`src/rtl/riscv_pkg.sv`:
```
// Shared RV32 definitions for the execute-stage M-extension unit:
// Funct3/Funct7 encodings, FSM state type, word width and a sign helper.
package riscv_pkg;

    localparam int XLEN  = 32;
    localparam int CNT_W = $clog2(XLEN);

    localparam logic [6:0] FUNCT7_M = 7'b0000001;

    localparam logic [2:0] F3_MUL    = 3'b000;
    localparam logic [2:0] F3_MULH   = 3'b001;
    localparam logic [2:0] F3_MULHSU = 3'b010;
    localparam logic [2:0] F3_MULHU  = 3'b011;
    localparam logic [2:0] F3_DIV    = 3'b100;
    localparam logic [2:0] F3_DIVU   = 3'b101;
    localparam logic [2:0] F3_REM    = 3'b110;
    localparam logic [2:0] F3_REMU   = 3'b111;

    typedef enum logic [1:0] {
        IDLE = 2'd0,
        RUN  = 2'd1,
        FIN  = 2'd2
    } md_state_t;

    // Two's-complement negate when neg is set, otherwise pass through.
    function automatic logic [XLEN-1:0] cond_neg(input logic [XLEN-1:0] v, input logic neg);
        logic [XLEN-1:0] r;
        if (neg) begin
            r = (~v) + {{(XLEN-1){1'b0}}, 1'b1};
        end else begin
            r = v;
        end
        return r;
    endfunction

endpackage

```
`src/rtl/muldiv_unit_if.sv`:
```
// Request/response bundle between the execute stage and the multiply/divide unit.
interface muldiv_unit_if;

    logic                      start;
    logic [2:0]                Funct3;
    logic [riscv_pkg::XLEN-1:0] op_a;
    logic [riscv_pkg::XLEN-1:0] op_b;
    logic                      busy;
    logic                      done;
    logic [riscv_pkg::XLEN-1:0] result;

    modport master (
        output start, Funct3, op_a, op_b,
        input  busy, done, result
    );

    modport slave (
        input  start, Funct3, op_a, op_b,
        output busy, done, result
    );

endinterface

```
`src/rtl/muldiv_step.sv`:
```
// One radix-2 iteration on the {hi, lo} pair: shift-add for multiply,
// restoring trial-subtract-shift for divide.
module muldiv_step
    import riscv_pkg::*;
(
    input  logic            is_div,
    input  logic [XLEN-1:0] hi,
    input  logic [XLEN-1:0] lo,
    input  logic [XLEN-1:0] opnd,
    output logic [XLEN-1:0] hi_nx,
    output logic [XLEN-1:0] lo_nx
);

    logic [XLEN:0]   sum_s;
    logic [XLEN+1:0] diff_s;
    logic            div_unused_s;

    assign div_unused_s = diff_s[XLEN];

    // Single iteration datapath; diff_s top bit is the borrow of the trial subtract.
    always_comb begin
        sum_s  = {(XLEN+1){1'b0}};
        diff_s = {(XLEN+2){1'b0}};
        hi_nx  = hi;
        lo_nx  = lo;
        if (is_div) begin
            diff_s = {1'b0, hi, lo[XLEN-1]} - {2'b00, opnd};
            if (!diff_s[XLEN+1]) begin
                hi_nx = diff_s[XLEN-1:0];
                lo_nx = {lo[XLEN-2:0], 1'b1};
            end else begin
                hi_nx = {hi[XLEN-2:0], lo[XLEN-1]};
                lo_nx = {lo[XLEN-2:0], 1'b0};
            end
        end else begin
            if (lo[0]) begin
                sum_s = {1'b0, hi} + {1'b0, opnd};
            end else begin
                sum_s = {1'b0, hi};
            end
            hi_nx = sum_s[XLEN:1];
            lo_nx = {sum_s[0], lo[XLEN-1:1]};
        end
    end

endmodule

```
`src/rtl/muldiv_unit.sv`:
```
// Iterative RV32M multiply/divide unit: magnitudes are iterated XLEN times,
// then the sign fix is applied while loading the registered result.
module muldiv_unit
    import riscv_pkg::*;
(
    input  logic          clk,
    input  logic          reset,
    muldiv_unit_if.slave  bus
);

    md_state_t        state_r;
    logic [CNT_W-1:0] cnt_r;
    logic [2:0]       f3_r;
    logic             neg_a_r;
    logic             neg_b_r;
    logic [XLEN-1:0]  hi_r;
    logic [XLEN-1:0]  lo_r;
    logic [XLEN-1:0]  opnd_r;
    logic             busy_r;
    logic             done_r;
    logic [XLEN-1:0]  result_r;

    logic              a_signed_s;
    logic              b_signed_s;
    logic              a_neg_s;
    logic              b_neg_s;
    logic [XLEN-1:0]   a_mag_s;
    logic [XLEN-1:0]   b_mag_s;
    logic              div_zero_s;
    logic [XLEN-1:0]   hi_nx_s;
    logic [XLEN-1:0]   lo_nx_s;
    logic [2*XLEN-1:0] prod_s;
    logic [2*XLEN-1:0] prod_fix_s;
    logic [XLEN-1:0]   quot_fix_s;
    logic [XLEN-1:0]   rem_fix_s;
    logic [XLEN-1:0]   fin_val_s;

    // Operand signedness per Funct3, then magnitudes for the unsigned core.
    always_comb begin
        a_signed_s = 1'b0;
        b_signed_s = 1'b0;
        case (bus.Funct3)
            F3_MUL, F3_MULH, F3_DIV, F3_REM: begin
                a_signed_s = 1'b1;
                b_signed_s = 1'b1;
            end
            F3_MULHSU: begin
                a_signed_s = 1'b1;
                b_signed_s = 1'b0;
            end
            default: begin
                a_signed_s = 1'b0;
                b_signed_s = 1'b0;
            end
        endcase
        a_neg_s    = a_signed_s & bus.op_a[XLEN-1];
        b_neg_s    = b_signed_s & bus.op_b[XLEN-1];
        a_mag_s    = cond_neg(bus.op_a, a_neg_s);
        b_mag_s    = cond_neg(bus.op_b, b_neg_s);
        div_zero_s = bus.Funct3[2] & (bus.op_b == {XLEN{1'b0}});
    end

    muldiv_step u_step (
        .is_div (f3_r[2]),
        .hi     (hi_r),
        .lo     (lo_r),
        .opnd   (opnd_r),
        .hi_nx  (hi_nx_s),
        .lo_nx  (lo_nx_s)
    );

    // Sign fix on the outcome of the final iteration, selected by the latched op.
    always_comb begin
        prod_s = {hi_nx_s, lo_nx_s};
        if (neg_a_r ^ neg_b_r) begin
            prod_fix_s = (~prod_s) + {{(2*XLEN-1){1'b0}}, 1'b1};
        end else begin
            prod_fix_s = prod_s;
        end
        quot_fix_s = cond_neg(lo_nx_s, neg_a_r ^ neg_b_r);
        rem_fix_s  = cond_neg(hi_nx_s, neg_a_r);
        case (f3_r)
            F3_MUL:                       fin_val_s = prod_fix_s[XLEN-1:0];
            F3_MULH, F3_MULHSU, F3_MULHU: fin_val_s = prod_fix_s[2*XLEN-1:XLEN];
            F3_DIV, F3_DIVU:              fin_val_s = quot_fix_s;
            F3_REM, F3_REMU:              fin_val_s = rem_fix_s;
            default:                      fin_val_s = {XLEN{1'b0}};
        endcase
    end

    // Control FSM with counter, iteration registers and registered outputs.
    always_ff @(posedge clk or posedge reset) begin
        if (reset) begin
            state_r  <= IDLE;
            cnt_r    <= {CNT_W{1'b0}};
            f3_r     <= 3'b000;
            neg_a_r  <= 1'b0;
            neg_b_r  <= 1'b0;
            hi_r     <= {XLEN{1'b0}};
            lo_r     <= {XLEN{1'b0}};
            opnd_r   <= {XLEN{1'b0}};
            busy_r   <= 1'b0;
            done_r   <= 1'b0;
            result_r <= {XLEN{1'b0}};
        end else begin
            case (state_r)
                IDLE: begin
                    done_r <= 1'b0;
                    if (bus.start) begin
                        f3_r   <= bus.Funct3;
                        cnt_r  <= {CNT_W{1'b0}};
                        busy_r <= 1'b1;
                        if (div_zero_s) begin
                            // Divide by zero: architectural result known at once, no sign fix.
                            state_r  <= FIN;
                            done_r   <= 1'b1;
                            neg_a_r  <= 1'b0;
                            neg_b_r  <= 1'b0;
                            result_r <= bus.Funct3[1] ? bus.op_a : {XLEN{1'b1}};
                        end else begin
                            state_r <= RUN;
                            neg_a_r <= a_neg_s;
                            neg_b_r <= b_neg_s;
                            hi_r    <= {XLEN{1'b0}};
                            lo_r    <= a_mag_s;
                            opnd_r  <= b_mag_s;
                        end
                    end else begin
                        busy_r <= 1'b0;
                    end
                end
                RUN: begin
                    hi_r <= hi_nx_s;
                    lo_r <= lo_nx_s;
                    if (cnt_r == CNT_W'(XLEN-1)) begin
                        state_r  <= FIN;
                        cnt_r    <= {CNT_W{1'b0}};
                        done_r   <= 1'b1;
                        result_r <= fin_val_s;
                    end else begin
                        cnt_r <= cnt_r + CNT_W'(1);
                    end
                end
                FIN: begin
                    state_r <= IDLE;
                    busy_r  <= 1'b0;
                    done_r  <= 1'b0;
                end
                default: begin
                    state_r <= IDLE;
                    busy_r  <= 1'b0;
                    done_r  <= 1'b0;
                end
            endcase
        end
    end

    assign bus.busy   = busy_r;
    assign bus.done   = done_r;
    assign bus.result = result_r;

endmodule
```
`src/flat_wrapper.sv`:
```
// flat-port wrapper written by rule: the top's interface ports become plain ports
module muldiv_unit_flat import riscv_pkg::*;
  (clk, reset, bus_start, bus_Funct3, bus_op_a, bus_op_b, bus_busy, bus_done, bus_result);
  muldiv_unit_if bus_i ();
  input  logic clk;
  input  logic reset;
  input wire logic [$bits(bus_i.start)-1:0] bus_start;
  input wire logic [$bits(bus_i.Funct3)-1:0] bus_Funct3;
  input wire logic [$bits(bus_i.op_a)-1:0] bus_op_a;
  input wire logic [$bits(bus_i.op_b)-1:0] bus_op_b;
  output wire logic [$bits(bus_i.busy)-1:0] bus_busy;
  output wire logic [$bits(bus_i.done)-1:0] bus_done;
  output wire logic [$bits(bus_i.result)-1:0] bus_result;
  assign bus_i.start = bus_start;
  assign bus_i.Funct3 = bus_Funct3;
  assign bus_i.op_a = bus_op_a;
  assign bus_i.op_b = bus_op_b;
  assign bus_busy = bus_i.busy;
  assign bus_done = bus_i.done;
  assign bus_result = bus_i.result;
  muldiv_unit u_core (.clk(clk), .reset(reset), .bus(bus_i));
endmodule
```
`config.mk`:
```
export PLATFORM = sky130hd
export DESIGN_NAME = muldiv_unit_flat
export DESIGN_NICKNAME = d
export VERILOG_FILES = /design/src/rtl/riscv_pkg.sv /design/src/rtl/muldiv_unit_if.sv /design/src/rtl/muldiv_step.sv /design/src/rtl/muldiv_unit.sv /design/src/flat_wrapper.sv
export SDC_FILE = /design/constraint.sdc
export NUM_CORES = 1
export LEC_CHECK = 0
export CAP_MARGIN = 20
export CORE_MARGIN = 3
export CORE_UTILIZATION = 45
export CTS_CLUSTER_SIZE = 10
export DETAILED_ROUTE_END_ITERATION = 12
export PLACE_DENSITY = 0.69
export RECOVER_POWER = 100
export SYNTH_ARGS = -nofsm -noshare
export SYNTH_HDL_FRONTEND = slang
export SYNTH_SLANG_ARGS = --single-unit
```
`constraint.sdc`:
```
create_clock -name clk -period 8 [get_ports clk]
set_input_delay 1.6 -clock clk [delete_from_list [all_inputs] [get_ports clk]]
set_output_delay 1.6 -clock clk [all_outputs]
set_load 0.005 [all_outputs]
```
Word-level counts from Yosys, hierarchy flattened
Index checks and enable logic that the tools add are counted.
{ "classes": {"reduce_logical": 16, "bitwise_logic": 10, "eq_ne": 17, "muxes": 39, "n_addsub": 8} }
{ "op_table": {"columns": ["cell", "count"], "rows": [
  ["$mux W32", 15],
  ["$pmux W32 S2", 3],
  ["$add A32 B1 Y32 const B", 4],
  ["$not A32 Y32", 4],
  ["$pmux W32 S4", 1],
  ["$add A64 B1 Y64 const B", 1],
  ["$mux W64", 1],
  ["$not A64 Y64", 1],
  ["$sub A33 B32 Y34", 1],
  ["$add A32 B32 Y33", 1],
  ["$mux W33", 1],
  ["$logic_not A32 Y1", 1],
  ["$eq A3 B3 Y1 const B", 6],
  ["$mux W5", 2],
  ["$pmux W5 S2", 1],
  ["$eq A3 B2 Y1 const B", 3],
  ["$mux W1", 9],
  ["$eq A3 B1 Y1 const B", 2],
  ["$logic_not A3 Y1", 2],
  ["$mux W2", 3],
  ["$reduce_and A2 Y1", 3],
  ["$reduce_and A3 Y1", 2],
  ["$add A5 B1 Y5 const B", 1],
  ["$eq A5 B5 Y1 const B", 1],
  ["other kinds (15)", 21]
]} }
{ "totals": {"word_cells": 101, "in_bits": 70, "out_inout_bits": 34, "regBits": 142} }

Logic depth before layout (Yosys ltp)
Gate-level depths: netlist (run 1).
{ "depth": {"depth_word": 9, "ltp_mapped": 23, "ltp_nobuf": 20} }

Hierarchy
Synthesis (run 1) repeated with hierarchy kept, for this count alone.
{ "unflattened": {"cells_unflattened": 2106, "hier_area_um2": 15483.6} }
{ "modules_own_cells": {"columns": ["module", "seq_area_each_um2", "instances", "cells_each", "area_each_um2"], "rows": [
  ["muldiv_unit", 3553.4, 1, 1366, 10442.5],
  ["muldiv_step", 0.0, 1, 740, 5041.1]
]} }

Worst setup path after synthesis (run 1)
Ideal clock, no wire load.
{ "synth_timing": {"path_kind": "in2reg", "startpoint": "input bus_op_b[8]", "endpoint": "register u_core.result_r[31] (netlist: u_core.bus.result[31])", "cell_stages": 14, "n_path_buf": 2, "t_arrival_ps": 4735, "slack_ps": 3135, "cell_sequence": "nor4_1 -> nand2b_1 -> nor4_1 -> nand2_1 -> or4_1 -> nor4_1 -> nand3b_1 -> a21o_1 -> clkbuf_1 -> nor2_1 -> clkbuf_1 -> o21ai_0 -> nor3_1 -> a31oi_1"} }
{ "synth_between": {"elab_chain_len": 4} }
{ "synth_lines": {"columns": ["item", "line_no", "source"], "rows": [
  ["start, declared", "flat_wrapper.sv:10", "input wire logic [$bits(bus_i.op_b)-1:0] bus_op_b;"],
  ["$logic_not A32 Y1", "muldiv_unit.sv:60", "div_zero_s = bus.Funct3[2] & (bus.op_b == {XLEN{1'b0}});"],
  ["$and A1 B1 Y1", "muldiv_unit.sv:60", null],
  ["$ne A2 B1 Y1 (no source line)", null, null],
  ["$reduce_and A4 Y1 (no source line)", null, null],
  ["end signal, assigned", "muldiv_unit.sv:104", "result_r <= {XLEN{1'b0}};"],
  ["end signal, assigned", "muldiv_unit.sv:119", "result_r <= bus.Funct3[1] ? bus.op_a : {XLEN{1'b1}};"],
  ["end signal, assigned", "muldiv_unit.sv:139", "result_r <= fin_val_s;"],
  ["end, declared", "muldiv_unit.sv:21", "logic [XLEN-1:0] result_r;"]
]} }
Every way passes these cells.
A chain may end at the register's enable or synchronous reset.

Worst setup path after layout (run 1)
{ "layout_timing": {"startpoint": "input bus_op_b[8]", "endpoint": "register u_core.lo_r[8]"} }
{ "layout_between": {"elab_chain_len": 4} }
{ "layout_lines": {"columns": ["item", "line_no", "source"], "rows": [
  ["$logic_not A32 Y1", "muldiv_unit.sv:60", null],
  ["$and A1 B1 Y1", "muldiv_unit.sv:60", null],
  ["$ne A2 B2 Y1 (no source line)", null, null],
  ["$reduce_and A3 Y1 (no source line)", null, null],
  ["end signal, assigned", "muldiv_unit.sv:100", "lo_r <= {XLEN{1'b0}};"],
  ["end signal, assigned", "muldiv_unit.sv:125", "lo_r <= a_mag_s;"],
  ["end signal, assigned", "muldiv_unit.sv:134", "lo_r <= lo_nx_s;"],
  ["end, declared", "muldiv_unit.sv:17", "logic [XLEN-1:0] lo_r;"]
]} }
Every way passes these cells.

==> results.txt, run 1 <==
----------------------------------------------------
[Setup path]
  Depth of the worst register-to-register path ... 18
  Biggest cell delay along the critical path ... 0.95 ns
  Data required, critical path ... 8.29 ns
  Cell type group with the largest total delay on the critical path ... simple AND/OR/NAND/NOR gates
  Critical path start-end classification ... input pin to register
  Number of cells on the critical path ... 12
  Critical path peak fanout ... 49
  Most frequent cell on the critical path ... nor4_1
  Worst R2R Start ... u_core.hi_r[1]
  Slowest-stage cell, CP ... or2_0
  Register-to-register setup slack ... ~1.7 ns
  Arrival time reported for the critical path endpoint ... 7.17 ns
  End of the worst register-to-register path ... u_core.bus.result[18]
  Buffer and inverter count on the worst path ... 2
  Type of element capturing the critical path ... register
  Crit path cell chain ... dlygate4sd3_1 -> nor4_1 -> nand2b_1 -> nor4_1 -> nand2_1 -> nor4_1 -> nor3b_1 -> nand3_1 -> a21oi_1 -> or2_0 -> clkbuf_2 -> o21ai_0
  Type of origin of the critical path ... input pin

[Floorplan]
  Core area ... ~33000 um^2
  Standard-cell row count ... 66
  Floorplan die area ... 36300 um^2
  Die Ht ... 191 um
  Ports ... 104
  Starting density of the core ... between 40 and 50%
  Die W ... ~190 um

[Place]
  Number of buffers added on ports ... just over 100
  Pre-CTS WS ... approximately 1.3 ns
  Routability cong. ... 0.985
  HPWL after DPL ... about 46000 um
  Instance count after placement with tap cells included ... approximately 2500

[Clock tree]
  CTS Sinks ... roughly 140
  Count of cells resized by post-cts repair ... 0
  TritonCTS clock tree ... done
  Clock root buffer master ... clkbuf_16
  Clock Latency Late Sink ... 0.45 ns
  Clock buffer count from CTS ... 17
  Setup bufs post-CTS ... 0
  Number of H-tree levels ... 4
  Clock-pin transition on the worst setup and hold timing paths ... approximately 0.060 ns
  Number of hold buffers added after cts ... 0
  Number of buffers between clock root and the deepest sink ... 2

[Logic synthesis]
  Ys Warns ... 0
  Sequential element share of the synthesized area ... a little under a quarter
  Mean instance size in the synthesized netlist ... 7.33 um^2
  Share of flip-flops with an asynchronous set or reset after synthesis ... 100%
  Synthesized netlist cell count ... 2091
  Register bit total from synthesis ... 142
  Main flop type after synthesis ... dfrtp_1
  Number of enable flip-flop cells after synthesis ... 0
  Synthesized net count ... between 2000 and 2500
  Number of unique standard cell types used by synthesis ... 86
  Cell area after synthesis ... 15300 um^2

[Cells and area]
  Number of fillers in the final layout ... between 3000 and 4000
  Fraction of final layout cells sized beyond drive strength 1 ... ~5.0%
  Leading cell type in the layout, fill and taps excluded ... a21oi_1
  Sequential standard cell area ... ~3600 um^2
  Synth-to-Final Area Change ... 12.5%
  Multi-input combinational cell area ... around 11000 um^2
  Final std cells w/o fill ... 2578
  Net count of the finished layout ... approximately 2300
  Ant. Diodes ... 0
  Most used cells in the layout excluding fill and tap cells ... a21oi_1 (242), nand2_1 (215), nor2_1 (196)

[STA]
  Tmin final ... ~7 ns
  Period Utilization, post-route ... 86.1%
  Count of final hold-check violations ... 0
  Clock skew after layout ... 0.0122 ns
  Worst hold margin ... approximately 0.48 ns
  Final setup vio count ... 0
  Unrepaired setup endpoints after global routing ... no
  FMAX ... around 0.15 GHz
  Sum of negative setup slack ... 0 ns
  Worst Slack Setup Final ... 1.11 ns
  Slew margin rel. ... -110%
  Final max-slew violation count ... between 100 and 150
  Slew at the pin closest to its max-slew limit ... ~3.1 ns

[Drt]
  Average wire per cell in the routed design ... roughly 23 um
  Total DRC errors in the routed layout ... 0
  Ratio of routed vias to standard cells ... 6.55
  Wl on met1 ... roughly 26000 um
  Drt pass-1 iters ... 8
  Uppermost layer routed ... met4
  Via count ... around 17000
  Number of routed nets with antenna violations ... 0
  Starting DRT DRC Count ... around 2500
  Met2 routed WL ... approximately 26000 um
  Detailed-routed wire length on met3 ... 6610 um
  Routed wire length ... between 50000 and 60000 um

[Min path]
  Worst-case hold path end point ... u_core.bus.result[10]
  Min-Delay Path Class ... register to register
  Start point of the worst hold path ... u_core.bus.result[10]
  Hold path cells ... 2

[Outcome]
  Result of the run ... complete, but fails checks
  Failing checks ... max-capacitance violations, max-slew violations

[Global routing]
  Sum of overflow across all layers after global routing ... 0
  Global-route wire length before repair ... roughly 90000 um
  Antenna violations before repair ... 0
  Vias in the first global route ... approximately 16000
  Overall fraction of global-route tracks in use ... between 30 and 40%
  Pin count of the biggest net entering global routing ... approximately 80

[Job]
  Max Cap Viol ... 2

----------------------------------------------------
==> worst max path at each step <==
stage                start                     to
2_1_floorplan        reset        u_core.bus.busy
3_3_place_gp   bus_op_b[5]  u_core.bus.result[30]
3_5_place_dp   bus_op_b[7]  u_core.bus.result[30]
4_1_cts        bus_op_b[7]  u_core.bus.result[30]
5_1_grt        bus_op_b[8]  u_core.bus.result[21]
6_report       bus_op_b[8]         u_core.lo_r[8]
==> per-layer routing <==
metal | up-vias | GRT usage, %
met5 | - | 0
met4 | 0 | 8.16
met3 | 120 | 8.49
met2 | 954 | 48.1
met1 | 8017 | 45.8
li1 | 7795 | -
==> worst register-to-register path, stage by stage, from the launching register on <==
cell	delay [ns]
dfrtp_1	0.47
ha_1	0.38
o211a_1	0.27
o31a_1	0.16
o21ai_0	0.77
a21bo_1	0.31
a31oi_1	0.25
inv_1	0.30
ha_1	0.24
o211ai_1	0.23
or2_2	0.36
nor2_1	0.34
and3_1	0.36
nand2_1	0.43
nor3_1	0.37
a21oi_1	0.13
xnor2_1	0.14
a222oi_1	0.57
o21ai_0	0.15
==> flip-flops by register name, indices dropped and copies added, names as in the netlist, 2 cells and up <==
name,count
u_core.bus.result,32
u_core.hi_r,32
u_core.lo_r,32
u_core.opnd_r,32
u_core.cnt_r,5
u_core.f3_r,3
u_core.state_r,2
==> final cells by class <==
type / count / area share [%]
clock inverters: 14 / 0.834
well taps: 442 / 3.20
multi-input cells: 1754 / 63.9
inverters: 71 / 1.55
flip-flops and latches: 142 / 20.6
clock buffers: 18 / 2.54
repair buffers: 137 / 7.37
==> cells in the mapped netlist, types with 20 or more instances <==
library cell	n	area (um^2)
inv_1	71	267
a22o_1	26	228
mux2i_1	46	460
o211ai_1	26	195
xor2_1	72	631
and2_1	20	125
xnor2_1	86	753
nand2_1	215	807
nor3_1	62	310
clkbuf_1	90	338
nor2b_1	20	125
a211oi_1	24	180
a21o_1	25	188
or3_1	46	288
a21oi_1	243	1220
nor4_1	20	125
o31ai_1	20	150
o21ai_0	190	951
ha_1	69	863
dfrtp_1	142	3550
nand3_1	38	190
a31oi_1	41	257
nor2_1	196	736
==> metrics by stage <==
step / util, % / cell area (um^2)
final: 52.3 / 17300
after floorplan: - / 15300
after CTS: 52.3 / 17300
after detailed placement: 50.5 / 16700
after global routing: 52.3 / 17300
after global placement: 50.5 / 16700
==> logic make-up after synthesis <==
logic type                 share of synthesized area (%)
and+or+nand+nor                                     22.3
xor gates and xnor gates                            9.02
buffers and inverters                               5.01
AOI/OAI and AO/OA                                   30.8
adders and majority gates                           5.89
DFF                                                 23.2
muxes                                               3.81
Power of run 1 is not shown: default switching activity piles up to over one toggle a cycle in this logic, so the estimate is an artifact.
==> run 2: changes to the inputs <==
--- a/config.mk
+++ b/config.mk
@@ -7,10 +7,10 @@
 export LEC_CHECK = 0
 export CAP_MARGIN = 20
 export CORE_MARGIN = 3
-export CORE_UTILIZATION = 45
+export CORE_UTILIZATION = 40
 export CTS_CLUSTER_SIZE = 10
 export DETAILED_ROUTE_END_ITERATION = 12
-export PLACE_DENSITY = 0.69
+export PLACE_DENSITY = 0.63
 export RECOVER_POWER = 100
 export SYNTH_ARGS = -nofsm -noshare
 export SYNTH_HDL_FRONTEND = slang
==> run 2 against run 1 <==
Against the previous run: the run still ends with max-capacitance violations, max-slew violations left; via count shrank 1.3%; hold slack lost 0.00057 ns; first-iteration DRC count shrank 24%; final cell count grew 2.5%; register-to-register slack lost 0.12 ns; critical path depth is the same.
==> results.txt, run 2 (same netlist as run 1, synthesis figures left out) <==
----------------------------------------------------
[Drt]
  Number of routed nets with antenna violations ... 0 (unchanged)
  Ratio of routed vias to standard cells ... 6.31 (was 6.55)
  Starting DRT DRC Count ... 1862 (was 2451)
  Routed wire length ... 60300 um (was 59400 um)
  Total DRC errors in the routed layout ... 0 (unchanged)
  Drt pass-1 iters ... 8 (unchanged)
  Via count ... 16700 (was 16900)
  Average wire per cell in the routed design ... 22.8 um (was 23.0 um)

[Clock tree]
  Clock-pin transition on the worst setup and hold timing paths ... 0.06 ns (about the same)
  Number of buffers between clock root and the deepest sink ... 2 (unchanged)
  TritonCTS clock tree ... done (unchanged)
  Clock Latency Late Sink ... 0.46 ns (was 0.45 ns)
  Clock root buffer master ... clkbuf_16 (unchanged)
  Number of hold buffers added after cts ... 0 (unchanged)
  Clock buffer count from CTS ... 17 (unchanged)
  Setup bufs post-CTS ... 0 (unchanged)
  CTS Sinks ... 142 (unchanged)
  Count of cells resized by post-cts repair ... 0 (unchanged)
  Number of H-tree levels ... 4 (unchanged)

[STA]
  Tmin final ... 6.50 ns (was 6.89 ns)
  Slew margin rel. ... -187% (was -110%)
  Final setup vio count ... 0 (unchanged)
  Sum of negative setup slack ... 0 ns (unchanged)
  Final max-slew violation count ... 140 (was 127)
  Period Utilization, post-route ... 81.3% (was 86.1%)
  Clock skew after layout ... 0.0105 ns (was 0.0122 ns)
  Count of final hold-check violations ... 0 (unchanged)
  Slew at the pin closest to its max-slew limit ... 4.27 ns (was 3.14 ns)
  Unrepaired setup endpoints after global routing ... no (unchanged)
  FMAX ... 0.154 GHz (was 0.145 GHz)

[Setup path]
  Arrival time reported for the critical path endpoint ... 6.81 ns (was 7.17 ns)
  Type of element capturing the critical path ... register (unchanged)
  Critical path peak fanout ... 50 (was 49)
  Register-to-register setup slack ... 1.53 ns (was 1.65 ns)
  Slowest-stage cell, CP ... or2_1 (was or2_0)
  Type of origin of the critical path ... input pin (unchanged)
  Crit path cell chain ... dlygate4sd3_1 -> nor4_1 -> nand2b_1 -> nor4_1 -> nand2_1 -> nor4_1 -> nor3b_1 -> nand3_1 -> a21oi_1 -> or2_1 -> buf_12 -> o21ai_0 (was dlygate4sd3_1 -> nor4_1 -> nand2b_1 -> nor4_1 -> nand2_1 -> nor4_1 -> nor3b_1 -> nand3_1 -> a21oi_1 -> or2_0 -> clkbuf_2 -> o21ai_0)
  Data required, critical path ... 8.31 ns (was 8.29 ns)
  Critical path start-end classification ... input pin to register (unchanged)
  Biggest cell delay along the critical path ... 1.17 ns (was 0.95 ns)
  Cell type group with the largest total delay on the critical path ... simple AND/OR/NAND/NOR gates (unchanged)
  Buffer and inverter count on the worst path ... 2 (unchanged)
  Most frequent cell on the critical path ... nor4_1 (unchanged)

[Floorplan]
  Core area ... 37800 um^2 (was 33000 um^2)
  Die W ... 202 um (was 191 um)
  Die Ht ... 202 um (was 191 um)
  Floorplan die area ... 40700 um^2 (was 36300 um^2)
  Ports ... 104 (unchanged)
  Starting density of the core ... 40.6% (was 46.4%)
  Standard-cell row count ... 71 (was 66)

[Job]
  Max Cap Viol ... 2 (unchanged)

[Cells and area]
  Final std cells w/o fill ... 2643 (was 2578)
  Leading cell type in the layout, fill and taps excluded ... a21oi_1 (unchanged)
  Synth-to-Final Area Change ... 13.0% (was 12.5%)
  Net count of the finished layout ... 2260 (was 2264)
  Most used cells in the layout excluding fill and tap cells ... a21oi_1 (242), nand2_1 (215), nor2_1 (195) (was a21oi_1 (242), nand2_1 (215), nor2_1 (196))
  Fraction of final layout cells sized beyond drive strength 1 ... 4.83% (was 5.01%)

[Outcome]
  Failing checks ... max-capacitance violations, max-slew violations (unchanged)
  Result of the run ... complete, but fails checks (unchanged)

[Place]
  Number of buffers added on ports ... 103 (unchanged)
  Routability cong. ... 0.980 (was 0.985)
  HPWL after DPL ... 46500 um (was 45500 um)
  Instance count after placement with tap cells included ... 2610 (was 2545)

[Global routing]
  Sum of overflow across all layers after global routing ... 0 (unchanged)
  Vias in the first global route ... 15600 (was 15700)
  Global-route wire length before repair ... 92900 um (was 91400 um)
  Antenna violations before repair ... 0 (unchanged)
  Pin count of the biggest net entering global routing ... 90 (was 79)
  Overall fraction of global-route tracks in use ... 28.9% (was 32.1%)

[Min path]
  Min-Delay Path Class ... register to register (unchanged)

----------------------------------------------------
-- run 2: cell types whose count changed in the layout (fill, tap and decap cells not counted), sizes merged --
cell      delta
clkbuf       -1
clkinv       +4
diode        +1
clkinvlp     +3
buf          -3
bufinv       +1
inv          -9
-- run 2: final cells by class --
cell class	instances	area, um^2
antenna	1	2.50
clock buffer	18	439
clock inverter	13	143
fill	3819	20400
inverter	71	268
multi-input combinational	1754	11000
sequential	142	3560
tap	511	639
timing repair buffer	133	1260
-- run 2: metal layers --
metal	track usage [%]	wire, um	part of all wire, %
met2	44.6	26600	44
met5	0	0	0
met4	8.80	1690	2.8
met1	41.3	27100	45
met3	5.09	4870	8.1
-- run 2: worst paths after layout --
kind / from / endpoint / cells after the start
setup / recovery: bus_op_b[5] / u_core.lo_r[29] / 12
hold / removal: u_core.bus.result[12] / u_core.bus.result[12] / 2
setup reg to reg: u_core.hi_r[1] / u_core.bus.result[12] / 17
hold reg to reg: u_core.bus.result[12] / u_core.bus.result[12] / 2
max in group asynchronous: reset / u_core.f3_r[2] / 3
min in group asynchronous: reset / u_core.opnd_r[0] / 2
-- run 2: per-stage QoR --
stage               instance area [um^2]  util [%]  hold slack [ns]  setup slack (ns)
global route                       17300      45.9            0.506             0.911
global placement                   16800      44.4            0.468              1.20
detailed placement                 16800      44.4            0.471              1.16
CTS                                17300      45.9            0.485              1.63
finish                             17300      45.9            0.479              1.50
floorplan                          15300         -            0.467              2.59
-- run 2: worst register-to-register path: cells and delay by family, from the launching register on --
kind            cells  cell delay (ns)
fa+ha+maj           2             0.64
xor+xnor            1             0.13
compound gates      9             3.25
flops               1             0.47
buf+inv             1             0.33
simple gates        4             1.54
Power of run 2 is left out for the same reason.
